[src/rtl/div_pkg.sv]
// Shared definitions for the shift-subtract divider: counter sizing,
// counter landmarks, phase names and the operand magnitude helper.
package div_pkg;

  localparam int DIV_MAX_W = 128;
  localparam int PC_LOAD   = 0;

  typedef enum logic [1:0] {
    PH_LOAD,
    PH_ITER,
    PH_FINISH,
    PH_HOLD
  } phase_e;

  function automatic int div_pc_w(input int data_w);
    return $clog2(data_w) + 1;
  endfunction

  function automatic int pc_hold(input int data_w);
    return data_w;
  endfunction

  // Magnitude of a data_w-bit value; the most-negative input maps to 2^(data_w-1).
  function automatic logic [DIV_MAX_W-1:0] abs_val(input logic [DIV_MAX_W-1:0] x,
                                                   input logic                 sign,
                                                   input int                   data_w);
    logic [DIV_MAX_W-1:0] mask;
    mask = (DIV_MAX_W'(1) << data_w) - DIV_MAX_W'(1);
    if (sign && x[data_w-1]) begin
      return (~x + DIV_MAX_W'(1)) & mask;
    end
    return x & mask;
  endfunction

endpackage

[src/rtl/div_step.sv]
// One restoring-division step: shift {R,Q} left, trial-subtract the divisor
// from R and keep the difference only when it did not go negative.
module div_step
  import div_pkg::*;
#(
  parameter int DATA_W = 32
) (
  input  logic [DATA_W:0]   rem_i,
  input  logic [DATA_W-1:0] quo_i,
  input  logic [DATA_W-1:0] divisor_i,
  output logic [DATA_W:0]   rem_o,
  output logic [DATA_W-1:0] quo_o
);

  logic [DATA_W+1:0] remShift;
  logic [DATA_W+1:0] trial;

  // Shift in the next dividend bit and decide this quotient bit from the trial sign.
  always_comb begin
    remShift = {rem_i, quo_i[DATA_W-1]};
    trial    = remShift - {2'b00, divisor_i};
    if (!trial[DATA_W+1]) begin
      rem_o = trial[DATA_W:0];
      quo_o = {quo_i[DATA_W-2:0], 1'b1};
    end else begin
      rem_o = remShift[DATA_W:0];
      quo_o = {quo_i[DATA_W-2:0], 1'b0};
    end
  end

endmodule

[src/rtl/div_subshift.sv]
// Iterative signed/unsigned restoring divider producing one quotient bit per
// clock, driven by a level-sensitive en and answering with a one-cycle done.
module div_subshift
  import div_pkg::*;
#(
  parameter int DATA_W = 32
) (
  input  logic              clk,
  input  logic              rst_n,
  input  logic              en,
  input  logic              sign,
  input  logic [DATA_W-1:0] op_a,
  input  logic [DATA_W-1:0] op_b,
  output logic              done,
  output logic [DATA_W-1:0] quotient,
  output logic [DATA_W-1:0] remainder
);

  localparam int              PC_W      = div_pc_w(DATA_W);
  localparam logic [PC_W-1:0] PC_LOAD_V = PC_W'(PC_LOAD);
  localparam logic [PC_W-1:0] PC_LAST   = PC_W'(DATA_W - 1);
  localparam logic [PC_W-1:0] PC_HOLD_V = PC_W'(pc_hold(DATA_W));

  logic [PC_W-1:0]     pc_q, pc_d;
  logic [2*DATA_W:0]   work_q, work_d;
  logic [DATA_W-1:0]   absB_q, absB_d;
  logic [DATA_W-1:0]   opA_q, opA_d;
  logic                qNeg_q, qNeg_d;
  logic                rNeg_q, rNeg_d;
  logic                div0_q, div0_d;
  logic                done_q, done_d;
  logic [DATA_W-1:0]   quot_q, quot_d;
  logic [DATA_W-1:0]   rem_q, rem_d;

  phase_e              phase;
  logic [DATA_W-1:0]   absA, absB;
  logic [DATA_W:0]     stepRemIn, stepRemOut;
  logic [DATA_W-1:0]   stepQuoIn, stepQuoOut, stepDiv;

  assign absA = DATA_W'(abs_val(DIV_MAX_W'(op_a), sign, DATA_W));
  assign absB = DATA_W'(abs_val(DIV_MAX_W'(op_b), sign, DATA_W));

  // Name the current phase from the iteration counter.
  always_comb begin
    phase = PH_HOLD;
    if (pc_q == PC_LOAD_V) begin
      phase = PH_LOAD;
    end else if (pc_q < PC_LAST) begin
      phase = PH_ITER;
    end else if (pc_q == PC_LAST) begin
      phase = PH_FINISH;
    end
  end

  // During LOAD the step works on fresh operand magnitudes instead of the working register.
  always_comb begin
    stepRemIn = work_q[2*DATA_W:DATA_W];
    stepQuoIn = work_q[DATA_W-1:0];
    stepDiv   = absB_q;
    if (phase == PH_LOAD) begin
      stepRemIn = '0;
      stepQuoIn = absA;
      stepDiv   = absB;
    end
  end

  div_step #(
    .DATA_W(DATA_W)
  ) u_step (
    .rem_i    (stepRemIn),
    .quo_i    (stepQuoIn),
    .divisor_i(stepDiv),
    .rem_o    (stepRemOut),
    .quo_o    (stepQuoOut)
  );

  // State register: every register clears immediately when rst_n drops.
  always_ff @(posedge clk or negedge rst_n) begin
    if (!rst_n) begin
      pc_q   <= '0;
      work_q <= '0;
      absB_q <= '0;
      opA_q  <= '0;
      qNeg_q <= 1'b0;
      rNeg_q <= 1'b0;
      div0_q <= 1'b0;
      done_q <= 1'b0;
      quot_q <= '0;
      rem_q  <= '0;
    end else begin
      pc_q   <= pc_d;
      work_q <= work_d;
      absB_q <= absB_d;
      opA_q  <= opA_d;
      qNeg_q <= qNeg_d;
      rNeg_q <= rNeg_d;
      div0_q <= div0_d;
      done_q <= done_d;
      quot_q <= quot_d;
      rem_q  <= rem_d;
    end
  end

  // Counter advance: en low aborts to LOAD, FINISH parks in HOLD until en drops.
  always_comb begin
    pc_d = pc_q;
    if (!en) begin
      pc_d = PC_LOAD_V;
    end else begin
      case (phase)
        PH_LOAD, PH_ITER: pc_d = pc_q + PC_W'(1);
        PH_FINISH:        pc_d = PC_HOLD_V;
        default:          pc_d = pc_q;
      endcase
    end
  end

  // Datapath and results: capture operands on LOAD, iterate, then sign-fix on FINISH.
  always_comb begin
    work_d = work_q;
    absB_d = absB_q;
    opA_d  = opA_q;
    qNeg_d = qNeg_q;
    rNeg_d = rNeg_q;
    div0_d = div0_q;
    done_d = 1'b0;
    quot_d = quot_q;
    rem_d  = rem_q;
    if (!en) begin
      work_d = '0;
    end else begin
      case (phase)
        PH_LOAD: begin
          work_d = {stepRemOut, stepQuoOut};
          absB_d = absB;
          opA_d  = op_a;
          qNeg_d = sign & (op_a[DATA_W-1] ^ op_b[DATA_W-1]);
          rNeg_d = sign & op_a[DATA_W-1];
          div0_d = (op_b == '0);
        end
        PH_ITER: begin
          work_d = {stepRemOut, stepQuoOut};
        end
        PH_FINISH: begin
          work_d = {stepRemOut, stepQuoOut};
          done_d = 1'b1;
          if (div0_q) begin
            quot_d = '1;
            rem_d  = opA_q;
          end else begin
            quot_d = qNeg_q ? -stepQuoOut : stepQuoOut;
            rem_d  = rNeg_q ? -stepRemOut[DATA_W-1:0] : stepRemOut[DATA_W-1:0];
          end
        end
        default: ;
      endcase
    end
  end

  assign done      = done_q;
  assign quotient  = quot_q;
  assign remainder = rem_q;

endmodule
[config.mk]
export PLATFORM = sky130hd
export DESIGN_NAME = div_subshift
export DESIGN_NICKNAME = d
export VERILOG_FILES = /design/src/rtl/div_pkg.sv /design/src/rtl/div_step.sv /design/src/rtl/div_subshift.sv
export SDC_FILE = /design/constraint.sdc
export NUM_CORES = 1
export LEC_CHECK = 0
export ABC_AREA = 1
export BUFFER_PORTS_ARGS = -buffer_cell sky130_fd_sc_hd__buf_2
export CAP_MARGIN = 20
export CORE_ASPECT_RATIO = 1.4
export CORE_MARGIN = 5
export CORE_UTILIZATION = 61
export DETAILED_ROUTE_END_ITERATION = 10
export PLACE_DENSITY = 0.81
export REMOVE_ABC_BUFFERS = 1
export SKIP_LAST_GASP = 1
export SLEW_MARGIN = 20
export SYNTH_ARGS = -nofsm -noshare
export SYNTH_HDL_FRONTEND = slang
export SYNTH_SLANG_ARGS = --single-unit
export TNS_END_PERCENT = 5
[constraint.sdc]
create_clock -name clk -period 5.98 [get_ports clk]
set_clock_uncertainty 0.15 [all_clocks]
set_input_delay 0.598 -clock clk [delete_from_list [all_inputs] [get_ports clk]]
set_output_delay 0.598 -clock clk [all_outputs]
set_load 0.01 [all_outputs]
### Yosys cells after proc, flatten, opt, wreduce, memory -nomap -nowiden

Cells that the tools add are included.

* reductions and logical operators: 9
* muxes and demuxes: 24
* add/subtract/negate cells: 6
* bitwise logic cells: 5
* $lt $le $gt $ge: 1
* eq/ne operators: 5

Operators by type and width (count)
* two-way mux 32 bit: 10
* two-way mux 65 bit: 2
* two-way mux 33 bit: 2
* adder 32 x 1 -> 32 bit (second input constant): 2
* negation 32 bit: 2
* NOT 32 bit: 2
* subtractor 34 x 32 -> 34 bit: 1
* logical NOT 32 bit: 1
* one-hot mux 6 bit (2 select lines): 1
* adder 6 x 1 -> 6 bit (second input constant): 1
* equality test 6 x 5 -> 1 bit (second input constant): 1
* logical NOT 6 bit: 1
* < comparator 6 x 5 -> 1 bit (second input constant): 1
* two-way mux 1 bit: 6
* two-way mux 6 bit: 1
* two-way mux 2 bit: 2
* AND reduction 2 bit: 2
* != test 3 x 1 -> 1 bit (second input constant): 1
* OR reduction 3 bit: 1
* bitwise AND 1 bit: 2
* equality test 2 x 1 -> 1 bit (second input constant): 1
* equality test 2 bit (second input constant): 1
* logical AND 1 bit: 2
* logical NOT 2 bit: 1
* other kinds (3): 3

* input bits: 68
* output and inout port bits: 65
* logic and storage cells: 60
* register bits after elaboration: 203

### Logic depth before layout (Yosys ltp)

Gate-level depths: netlist (run 1).

* word-level depth: 11
* mapped depth: 41

### By module

A second synthesis (run 1) with hierarchy kept.

* cell total of the unflattened synthesis: 2600
* area total of the unflattened synthesis: 16289.4 um^2

Modules (own cells, without submodules)
* div_subshift: area an instance 12612.1 um^2, instances 1, cells each 1848
* div_step: area an instance 3677.3 um^2, instances 1, cells each 752

### Worst setup path before layout (run 1)

No wires, ideal clock.

* path kind: input -> register
* start: in op_b[0]
* end: reg quot_q[24] (netlist: quotient[24])
* setup slack: 0.206 ns
* setup time: 0.119 ns
* stages on the path: 37
* arrival time: 5.505 ns
* data required time: 5.711 ns
* path through: inv_1 -> ha_1 -> inv_1 -> nor4_2 -> nand2_1 -> or2_1 -> nor2_1 -> nand4_1 -> nor3_1 -> nand4_1 -> nand2_1 -> o21ai_0 -> xor2_1 -> o21ai_0 -> ha_1 -> a21oi_1 -> nand2_1 -> nand3_2 -> nand3_2 -> nor2_8 -> nand3_4 -> nand2_8 -> buf_8 -> buf_8 -> ha_1 -> inv_1 -> nor3_2 -> nand4_1 -> nor2_2 -> nand2_1 -> nor2_2 -> nand3_1 -> nor2_1 -> nand2_1 -> nand3_1 -> nand2_1 -> o21a_1

* longest elaborated chain between the ends: 10

RTL lines
* from (decl): line div_subshift.sv:13 `input logic [DATA_W-1:0] op_b,`
* NOT 32 bit: line div_pkg.sv:30 `return (~x + DIV_MAX_W'(1)) & mask;`
* adder 32 x 1 -> 32 bit: line div_pkg.sv:30
* two-way mux 32 bit: line div_pkg.sv:29 `if (sign && x[data_w-1]) begin`
* two-way mux 32 bit (*): line div_pkg.sv:32 `return x & mask;`
* two-way mux 32 bit (*): line div_subshift.sv:60 `if (phase == PH_LOAD) begin`
* subtractor 34 x 32 -> 34 bit (*): line div_step.sv:21 `trial = remShift - {2'b00, divisor_i};`
* two-way mux 1 bit (*): line div_step.sv:22 `if (!trial[DATA_W+1]) begin`
* negation 32 bit (*): line div_subshift.sv:151 `quot_d = qNeg_q ? -stepQuoOut : stepQuoOut;`
* two-way mux 32 bit (*): line div_subshift.sv:151
* two-way mux 32 bit (*): line div_subshift.sv:147 `if (div0_q) begin`
* to (signal assigned): line div_subshift.sv:99 `quot_q <= quot_d;`
* to (decl): line div_subshift.sv:32 `logic [DATA_W-1:0] quot_q, quot_d;`

Mark *: on every way between the ends. The rest lies on a longest branch, timed or not. The select of a mux whose other input is x is not followed.
A chain may end at the register's enable or synchronous reset.

### Worst setup path after layout (run 1)

* start: in op_b[3]
* end: reg quot_q[24] (netlist: quotient[24])

Same word-level chain as after synthesis.

==> results of run 1 <==
## per-layer routing
metal  up-vias  share of wire [%]  global-route usage (%)
met1      7398                 36                    36.8
met3       170                5.8                    4.84
met5         -                  0                       0
met4         0                5.6                    18.0
li1       7846                  -                       -
met2       576                 53                    64.5
## layout by cell type, fill, tap and decap left out, drive strengths merged, types with 2 or more instances in the layout
cell type,netlist,layout
xnor2,16,16
o31ai,3,3
o21ai,220,220
o211ai,6,6
dfrtp,203,203
nor4,5,5
o32ai,2,2
a22oi,2,2
nand2,811,811
nand4,26,26
nor3,21,21
or2,16,16
mux2i,4,4
o21a,6,6
clkinvlp,0,4
bufinv,0,3
o221ai,2,2
clkinv,2,7
nand3,156,156
o21bai,10,10
o22ai,24,24
nor2,202,202
inv,294,293
and2,3,3
nand3b,10,10
o22a,6,6
buf,28,272
clkbuf,56,30
a21oi,95,95
xor2,54,54
ha,38,38
## registers in the layout (all words and copies together) (netlist names), 6 cells and up
name       cells
quotient      32
remainder     32
opA_q         32
work_q        65
pc_q           6
absB_q        32
## cells by family (layout without fill, tap and decap cells)
family / after synthesis / after routing / share of synthesized area [%]
buffers and inverters: 380 / 609 / 9.80
adders and majority gates: 39 / 39 / 3.25
muxes: 4 / 4 / 0.263
other: 0 / 1 / 0
AOI/OAI and AO/OA: 383 / 383 / 13.8
DFF: 203 / 203 / 33.3
and+or+nand+nor: 1251 / 1251 / 35.5
xor gates and xnor gates: 70 / 70 / 4.02
## metrics by stage
step / utilization, % / cell area, µm² / setup slack (ps)
global route: 72.6 / 17900 / -102
global placement: 68.8 / 17000 / -406
CTS: 72.0 / 17800 / 46.7
detailed placement: 68.8 / 17000 / -581
finish: 72.6 / 17900 / 263
floorplan: - / 14900 / 18.8
## power by group
part | leakage (µW) | switching, µW | total [µW] | internal [µW]
combinational | 0.00709 | 861 | 1300 | 440
sequential | 0.00259 | 67.7 | 1590 | 1520
clock | 0.000373 | 604 | 1490 | 882
total | 0.0101 | 1530 | 4380 | 2840
## critical path: cells and delay by family
family | cells | cell delay [ps]
AO/OA/AOI/OAI | 4 | 620
adder cells (fa/ha/maj) | 2 | 540
buffers and inverters | 3 | 300
AND/OR/NAND/NOR | 24 | 3720
XOR/XNOR | 1 | 210
## final cells by class
class / count / area, µm² / area share [%]
multi-input combinational: 1747 / 8810 / 49.2
sequential: 203 / 5080 / 28.4
timing repair buffer: 273 / 1740 / 9.72
inverter: 296 / 1110 / 6.20
clock buffer: 29 / 638 / 3.56
tap: 315 / 394 / 2.20
clock inverter: 11 / 140 / 0.782
antenna: 1 / 2.50 / 0.0140
## what timing repair did
item                       in CTS  in global routing
pin swaps                       0                 25
cloned                          0                  0
buffers inserted                0                  5
gates resized for setup         1                 33
setup endpoints to repair       2                 41
## final timing paths
kind                                                   to  slack [ps]  depth (start not counted)
worst min-delay path                absB_q[4]$_DFFE_PN0P_         -10                          1
worst max-delay path             quotient[24]$_DFFE_PN0P_         260                         34
worst max register to register   quotient[24]$_DFFE_PN0P_         860                         29
worst min register to register  remainder[31]$_DFFE_PN0P_         320                          2
min in group clk                    opA_q[29]$_DFFE_PN0P_         170                          3
max in group asynchronous          work_q[29]$_DFFE_PN0P_        4250                          2
==> impl_metrics.csv, run 1 <==
group,metric,value,unit
worst_setup_path,crit_start,"op_b[3]",
final_layout,final_cells,2875,
power_and_ir_drop,powerDensity,244,mW/mm²
final_layout,fill_cells,2045,
clock_tree,path_clk_slew,60,ps
synthesis,ys_types,58,
timing,whs,-11.4,ps
clock_tree,hold_buffers,0,
timing,finalSetupTns,0,ps
timing,slew_violations,0,
worst_setup_path,slowest_stage,"ha_1",
synthesis,post_synth.cell_area_avg,6.55,µm²
worst_setup_path,crit_path_max_incr_delay,360,ps
final_layout,drive_gt1_share,17.2,%
detailed_routing,drc,0,
clock_tree,clock_latency,540,ps
synthesis,yosysMostFrequentCell,"nand2_1",
worst_setup_path,worstPathRequired,6260,ps
global_routing,grt_overflow,0,
placement,place_hpwl,37100,µm
floorplanning,die-area,0.0283,mm²
power_and_ir_drop,p_total,4380,µW
global_routing,grt_start_max_net_pins,111,
detailed_routing,vias,16000,
placement,io_buffer_count,132,
worst_setup_path,arrival,6000,ps
timing,setup_violations,0,
detailed_routing,ant_nets,0,
clock_tree,cts_root_buffer,"clkbuf_16",
flow_run,drv_cap,0,
synthesis,synth_top_area_cell,"dfrtp_1",
hold_path,hp-class,"in -> async",
synthesis,synth_area,0.0153,mm²
floorplanning,fp-row-count,68,
worst_setup_path,crit_fanout,4,
power_and_ir_drop,vdd_drop_max,0.266,mV
floorplanning,coreArea,0.0247,mm²
timing,slew_headroom,30.8,%
synthesis,synth.area.top_cells,"dfrtp_1, nand2_1, inv_1",
global_routing,grt_pass1_vias,16000,
detailed_routing,vias_per_cell,5.56,
synthesis,synth_top_area_share,33.3,%
synthesis,synth_common_cells,"nand2_1, inv_1, dfrtp_1, o21ai_0, nor2_1",
worst_setup_path,path_class,"in -> reg",
timing,rsz0062_at_grt,"true",
synthesis,synthFlopType,"dfrtp_1",
clock_tree,cts_tree,"yes",
synthesis,seq_area_frac_synth,33.3,%
detailed_routing,wl_per_cell,17.0,µm
placement,gp_congestion,0.990,
floorplanning,start_util,61.8,%
global_routing,antenna_found_initial,0,
synthesis,async_flop_share,100,%
timing,worst_pin_slew,1040,ps
worst_setup_path,endpoint_kind,"register",
outcome,failed_checks,"hold timing",
synthesis,syn_inst,2330,
clock_tree,numCtsBuffers,22,
outcome,outcome,"complete, but fails checks",
synthesis,ys_warn_count,0,
timing,hold_viol_final,3,
detailed_routing,drt_iter0_drc,787,
power_and_ir_drop,power_leakage,0.0101,µW
detailed_routing,wirelength,49000,µm
clock_tree,clk_path_buf_depth,3,
floorplanning,pin_count,133,
timing,min_period,5720,ps
synthesis,ys_ff_latch,203,
placement,placed_cells,2829,
final_layout,layout.nets,2650,
detailed_routing,dr.pass1.iters,7,
timing,post-route-period-util,95.6,%
clock_tree,cts.sinks,203,
floorplanning,dieWidth,144,µm
clock_tree,cts.htree.levels,1,
synthesis,synth_edf_count,0,
worst_setup_path,r2r_start,"pc_q[0]$_DFFE_PN0P_",
floorplanning,fp.dieH,197,µm
worst_setup_path,start_kind,"input port",
worst_setup_path,cpMostUsedCell,"nor2_2",
global_routing,globalRouteTotalUtil,34.4,%
global_routing,grt_pass1_wl,78400,µm
timing,fmax,175,MHz
final_layout,area_delta_synth_final,17.5,%
Note: power is estimated with default switching activity, not from simulation.
==> run 2: changes to the inputs <==
--- a/config.mk
+++ b/config.mk
@@ -6,13 +6,15 @@
 export NUM_CORES = 1
 export LEC_CHECK = 0
 export ABC_AREA = 1
-export BUFFER_PORTS_ARGS = -buffer_cell sky130_fd_sc_hd__buf_2
+export BUFFER_PORTS_ARGS = -buffer_cell sky130_fd_sc_hd__buf_4
 export CAP_MARGIN = 20
+export CELL_PAD_IN_SITES_DETAIL_PLACEMENT = 1
+export CELL_PAD_IN_SITES_GLOBAL_PLACEMENT = 2
 export CORE_ASPECT_RATIO = 1.4
 export CORE_MARGIN = 5
-export CORE_UTILIZATION = 61
+export CORE_UTILIZATION = 34
 export DETAILED_ROUTE_END_ITERATION = 10
-export PLACE_DENSITY = 0.81
+export PLACE_DENSITY_LB_ADDON = 0.1
 export REMOVE_ABC_BUFFERS = 1
 export SKIP_LAST_GASP = 1
 export SLEW_MARGIN = 20
==> impl_metrics.csv, run 2 (synthesis results as in run 1) <==
group,metric,value,unit
power_and_ir_drop,combinationalPowerShare,29.8,%
timing,setup_ws,236,ps
worst_setup_path,cpMostUsedCell,"nand2_1",
global_routing,grt_pass1_wl,92300,µm
power_and_ir_drop,power_frac_seq,33.8,%
clock_tree,cts_tree,"yes",
timing,post-route-period-util,96.1,%
floorplanning,pin_count,133,
power_and_ir_drop,pwr-share-clk,36.3,%
clock_tree,clock_latency,560,ps
timing,rsz0062_at_grt,"true",
floorplanning,dieWidth,189,µm
detailed_routing,drc,0,
power_and_ir_drop,power_leakage,0.0106,µW
final_layout,layout.nets,2729,
power_and_ir_drop,intPower,3090,µW
clock_tree,clk_path_buf_depth,3,
worst_setup_path,start_kind,"input port",
final_layout,area_delta_synth_final,27.1,%
power_and_ir_drop,powerDensity,243,mW/mm²
final_layout,final_common_cell,"nand2_1",
worst_setup_path,worstPathRequired,6280,ps
outcome,failed_checks,"hold timing",
floorplanning,start_util,34.5,%
timing,worst_pin_slew,1050,ps
timing,setup_violations,0,
clock_tree,path_clk_slew,60,ps
final_layout,mostFrequentLayoutCells,"nand2_1, buf_4, inv_1",
global_routing,grt_overflow,0,
timing,fmax,174,MHz
clock_tree,cts.sinks,203,
worst_setup_path,path_class,"in -> reg",
global_routing,antenna_found_initial,0,
flow_run,drv_cap,0,
timing,slew_headroom,30.1,%
power_and_ir_drop,p_total,4710,µW
placement,place_ws,-829,ps
worst_setup_path,endpoint_kind,"register",
detailed_routing,drt_iter0_drc,525,
global_routing,grt_pass1_vias,17100,
placement,gp_congestion,0.874,
detailed_routing,wirelength,58700,µm
power_and_ir_drop,vdd_drop_max,0.210,mV
worst_setup_path,crit_path_max_incr_delay,330,ps
global_routing,grt_start_max_net_pins,119,
power_and_ir_drop,p_sw_share,34.5,%
clock_tree,cts.htree.levels,1,
clock_tree,numCtsBuffers,26,
floorplanning,die-area,0.0493,mm²
global_routing,globalRouteTotalUtil,23.5,%
floorplanning,fp-row-count,91,
placement,place_hpwl,46300,µm
timing,whs,-12.1,ps
detailed_routing,ant_nets,0,
detailed_routing,dr.pass1.iters,6,
worst_setup_path,arrival,6040,ps
final_layout,final_cells,3198,
final_layout,fill_cells,5729,
detailed_routing,wl_per_cell,18.4,µm
final_layout,seq_area,0.00508,mm²
final_layout,drive_gt1_share,20.2,%
hold_path,hp-class,"in -> async",
power_and_ir_drop,switching_power,1630,µW
timing,min_period,5740,ps
timing,hold_viol_final,11,
floorplanning,coreArea,0.0442,mm²
final_layout,largest_reg_flops,65,
final_layout,top_register,"work_q",
timing,slew_violations,0,
placement,placed_cells,3134,
worst_setup_path,slowest_stage,"ha_1",
clock_tree,cts_root_buffer,"clkbuf_16",
worst_setup_path,crit_fanout,5,
placement,io_buffer_count,132,
outcome,outcome,"complete, but fails checks",
detailed_routing,vias,16000,
detailed_routing,vias_per_cell,4.99,
floorplanning,fp.dieH,261,µm
final_layout,multi_input_area,0.00889,mm²
-- run 2: cell count changes in the layout (fill, tap and decap cells not counted), moves of 3 or more --
cell	before	now
nand2_1	772	769
buf_2	131	0
nand3_2	10	7
nor2_1	173	168
inv_1	279	275
buf_4	140	338
clkinvlp_4	4	1
buf_6	0	4
nor2_2	16	21
inv_4	0	3
clkbuf_16	23	27
-- run 2: what timing repair did --
item | 4_1_cts | 5_1_grt
gates cloned | 0 | 1
pin swaps | 2 | 38
hold buffers | 0 | 0
buffers inserted | 0 | 16
resized for setup | 6 | 59
setup endpoints to repair | 18 | 49
-- run 2: final cells by class --
class,count,share of cell area (%)
Multi-Input combinational cell,1748,45.9
Clock inverter,9,0.781
Tap cell,558,3.60
Timing Repair Buffer,347,13.8
Inverter,296,5.80
Sequential cell,203,26.2
Antenna cell,1,0.0129
Clock buffer,36,3.92
-- run 2: layer usage --
| metal | vias up | routed length (µm) | global-route usage, % |
|---|---|---|---|
| li1 | 7997 | - | - |
| met1 | 7661 | 22500 | 25.0 |
| met2 | 199 | 32500 | 47.0 |
| met3 | 102 | 1620 | 2.89 |
| met4 | 0 | 2060 | 8.44 |
| met5 | - | 0 | 0 |
-- run 2: worst paths after layout --
path / startpoint / depth (start not counted) / end / slack (ps)
max: op_b[1] / 40 / remainder[30]$_DFFE_PN0P_ / 240
min: rst_n / 1 / absB_q[4]$_DFFE_PN0P_ / -10
max reg2reg: pc_q[0]$_DFFE_PN0P_ / 34 / remainder[30]$_DFFE_PN0P_ / 830
min reg2reg: remainder[29]$_DFFE_PN0P_ / 2 / remainder[29]$_DFFE_PN0P_ / 330
max in group asynchronous: rst_n / 2 / quotient[27]$_DFFE_PN0P_ / 4530
min in group clk: op_a[29] / 3 / opA_q[29]$_DFFE_PN0P_ / 130
-- run 2: power groups by stage --
stage               Combinational (µW)  Clock (µW)  Sequential [µW]
detailed placement                1370           0             1620
global placement                  1340           0             1610
global route                      1580        1830             1610
CTS                               1380        1770             1600
floorplan                          785           0             1630
finish                            1410        1710             1590
-- run 2: critical path: cells and delay by family --
kind	cells	cell delay, ps
AOI/OAI and AO/OA	4	560
xor gates and xnor gates	1	210
and+or+nand+nor	26	3370
buffers and inverters	6	590
adders and majority gates	3	670
-- run 2: stage by stage --
step	hold slack [ps]	area [µm²]	TNS, ps	util, %
floorplan	152	14900	0	-
global placement	313	18100	-14200	41.0
detailed placement	320	18100	-26530	41.0
CTS	26.1	19000	-47.6	43.1
global route	57.0	19400	-1960	43.9
finish	-12.1	19400	0	43.9
==> run 3: changes to the inputs <==
--- a/config.mk
+++ b/config.mk
@@ -11,7 +11,7 @@
 export CELL_PAD_IN_SITES_DETAIL_PLACEMENT = 1
 export CELL_PAD_IN_SITES_GLOBAL_PLACEMENT = 2
 export CORE_ASPECT_RATIO = 1.4
-export CORE_MARGIN = 5
+export CORE_MARGIN = 8
 export CORE_UTILIZATION = 34
 export DETAILED_ROUTE_END_ITERATION = 10
 export PLACE_DENSITY_LB_ADDON = 0.1
==> constraint.sdc (replaced) <==
create_clock -name clk -period 5.98 [get_ports clk]
set_clock_uncertainty 0.15 [all_clocks]
set_input_delay 0.897 -clock clk [delete_from_list [all_inputs] [get_ports clk]]
set_output_delay 0.897 -clock clk [all_outputs]
set_load 0.01 [all_outputs]
==> impl_metrics.csv, run 3 (synthesis results as in run 1) <==
group,metric,value,unit
floorplanning,dieWidth,195,µm
timing,slew_violations,0,
floorplanning,fp.dieH,267,µm
worst_setup_path,slowest_stage,"ha_1",
detailed_routing,wl_per_cell,18.4,µm
placement,place_ws,-1170,ps
worst_setup_path,crit_path_max_incr_delay,340,ps
flow_run,drv_cap,0,
clock_tree,clk_path_buf_depth,3,
timing,hold_viol_final,0,
clock_tree,hold_buffers,0,
final_layout,final_common_cell,"nand2_1",
final_layout,top_register,"work_q",
final_layout,final_core_util,44.5,%
final_layout,layout.nets,2801,
final_layout,mostFrequentLayoutCells,"nand2_1, buf_4, inv_1",
power_and_ir_drop,power_leakage,0.0109,µW
worst_setup_path,arrival,6290,ps
worst_setup_path,worstPathRequired,6250,ps
worst_setup_path,crit_family,"simple AND/OR/NAND/NOR gates",
global_routing,antenna_found_initial,0,
floorplanning,coreArea,0.0447,mm²
clock_tree,cts_root_buffer,"clkbuf_16",
outcome,outcome,"complete, but fails checks",
final_layout,area_delta_synth_final,30.3,%
power_and_ir_drop,vdd_drop_max,0.206,mV
placement,io_buffer_count,132,
global_routing,grt_start_max_net_pins,104,
global_routing,grt_pass1_vias,18000,
floorplanning,fp-row-count,92,
hold_path,hp-class,"in -> async",
outcome,failed_checks,"setup timing",
timing,setup_violations,6,
clock_tree,cts.sinks,203,
timing,slew_headroom,28.1,%
detailed_routing,ant_nets,0,
worst_setup_path,crit_fanout,6,
detailed_routing,vias,16200,
power_and_ir_drop,powerDensity,232,mW/mm²
clock_tree,path_clk_slew,60,ps
detailed_routing,dr.pass1.iters,4,
final_layout,stdcell_area,0.0199,mm²
worst_setup_path,path_class,"in -> reg",
clock_tree,cts.htree.levels,1,
global_routing,grt_pass1_wl,96400,µm
clock_tree,cts_tree,"yes",
detailed_routing,drc,0,
worst_setup_path,endpoint_kind,"register",
timing,setup_ws,-32.5,ps
global_routing,grt_overflow,0,
timing,min_period,6010,ps
worst_setup_path,critPathBufInv,7,
detailed_routing,vias_per_cell,4.95,
placement,place_hpwl,47000,µm
clock_tree,numCtsBuffers,25,
placement,placed_cell_area,0.0183,mm²
global_routing,globalRouteTotalUtil,23.1,%
timing,rsz0062_at_grt,"true",
floorplanning,start_util,34.1,%
worst_setup_path,start_kind,"input port",
timing,fmax,166,MHz
timing,post-route-period-util,101,%
placement,gp_congestion,0.911,
final_layout,antenna_cells,0,
detailed_routing,wirelength,60300,µm
floorplanning,die-area,0.0520,mm²
final_layout,largest_reg_flops,65,
final_layout,fill_cells,5810,
timing,worst_pin_slew,1080,ps
clock_tree,clock_latency,550,ps
final_layout,drive_gt1_share,22.5,%
floorplanning,pin_count,133,
detailed_routing,drt_iter0_drc,551,
[run 3: cell count changes in the layout (fill, tap and decap cells not counted), moves of 3 or more]
cell / before / now
buf_4: 338 / 413
clkinv_2: 4 / 7
clkinvlp_4: 1 / 4
nor2_2: 21 / 17
nor2_4: 12 / 16
[run 3: power by group]
part           switching [µW]  internal (µW)
clock network             643            912
registers                78.7           1520
logic                     912            537
total                    1630           2970
[run 3: area by class of cell]
class | instances | area, µm² | share of cell area (%)
Clock inverter | 13 | 125 | 0.630
Tap cell | 564 | 706 | 3.55
Clock buffer | 32 | 702 | 3.53
Sequential cell | 203 | 5080 | 25.6
Multi-Input combinational cell | 1747 | 8910 | 44.8
Timing Repair Buffer | 421 | 3220 | 16.2
Inverter | 296 | 1120 | 5.65
[run 3: layer usage]
metal,up-vias,share of wire (%),GRT usage (%)
met5,-,0,0
met4,0,4.2,9.56
met3,116,3.1,2.84
met2,213,55,46.1
met1,7775,38,23.9
li1,8127,-,-
[run 3: through the flow]
stage	hold slack, ps	power, µW	setup TNS (ps)	instances
after floorplan	293	2410	-474	2246
after global placement	307	2980	-33680	3170
after detailed placement	310	3020	-44940	3170
after CTS	281	4650	-1440	3264
after global routing	317	4900	-10710	3276
final	260	4610	-69.1	3276
[run 3: final timing paths]
| kind | start | endpoint | slack (ps) | cells after the start |
|---|---|---|---|---|
| max in group asynchronous | rst_n | pc_q[3]$_DFFE_PN0P_ | 4270 | 2 |
| worst min-delay path | rst_n | absB_q[3]$_DFFE_PN0P_ | 260 | 1 |
| worst max register to register | pc_q[0]$_DFFE_PN0P_ | remainder[21]$_DFFE_PN0P_ | 850 | 31 |
| worst min register to register | work_q[7]$_DFFE_PN0P_ | work_q[7]$_DFFE_PN0P_ | 320 | 2 |
| min in group clk | work_q[7]$_DFFE_PN0P_ | work_q[7]$_DFFE_PN0P_ | 320 | 2 |
| worst max-delay path | op_b[1] | remainder[22]$_DFFE_PN0P_ | -30 | 43 |
[run 3: repair_timing]
item | CTS | global route
setup endpoints to repair | 44 | 50
gates cloned | 0 | 0
resized for setup | 48 | 19
setup buffers | 49 | 12
pin swaps | 45 | 31
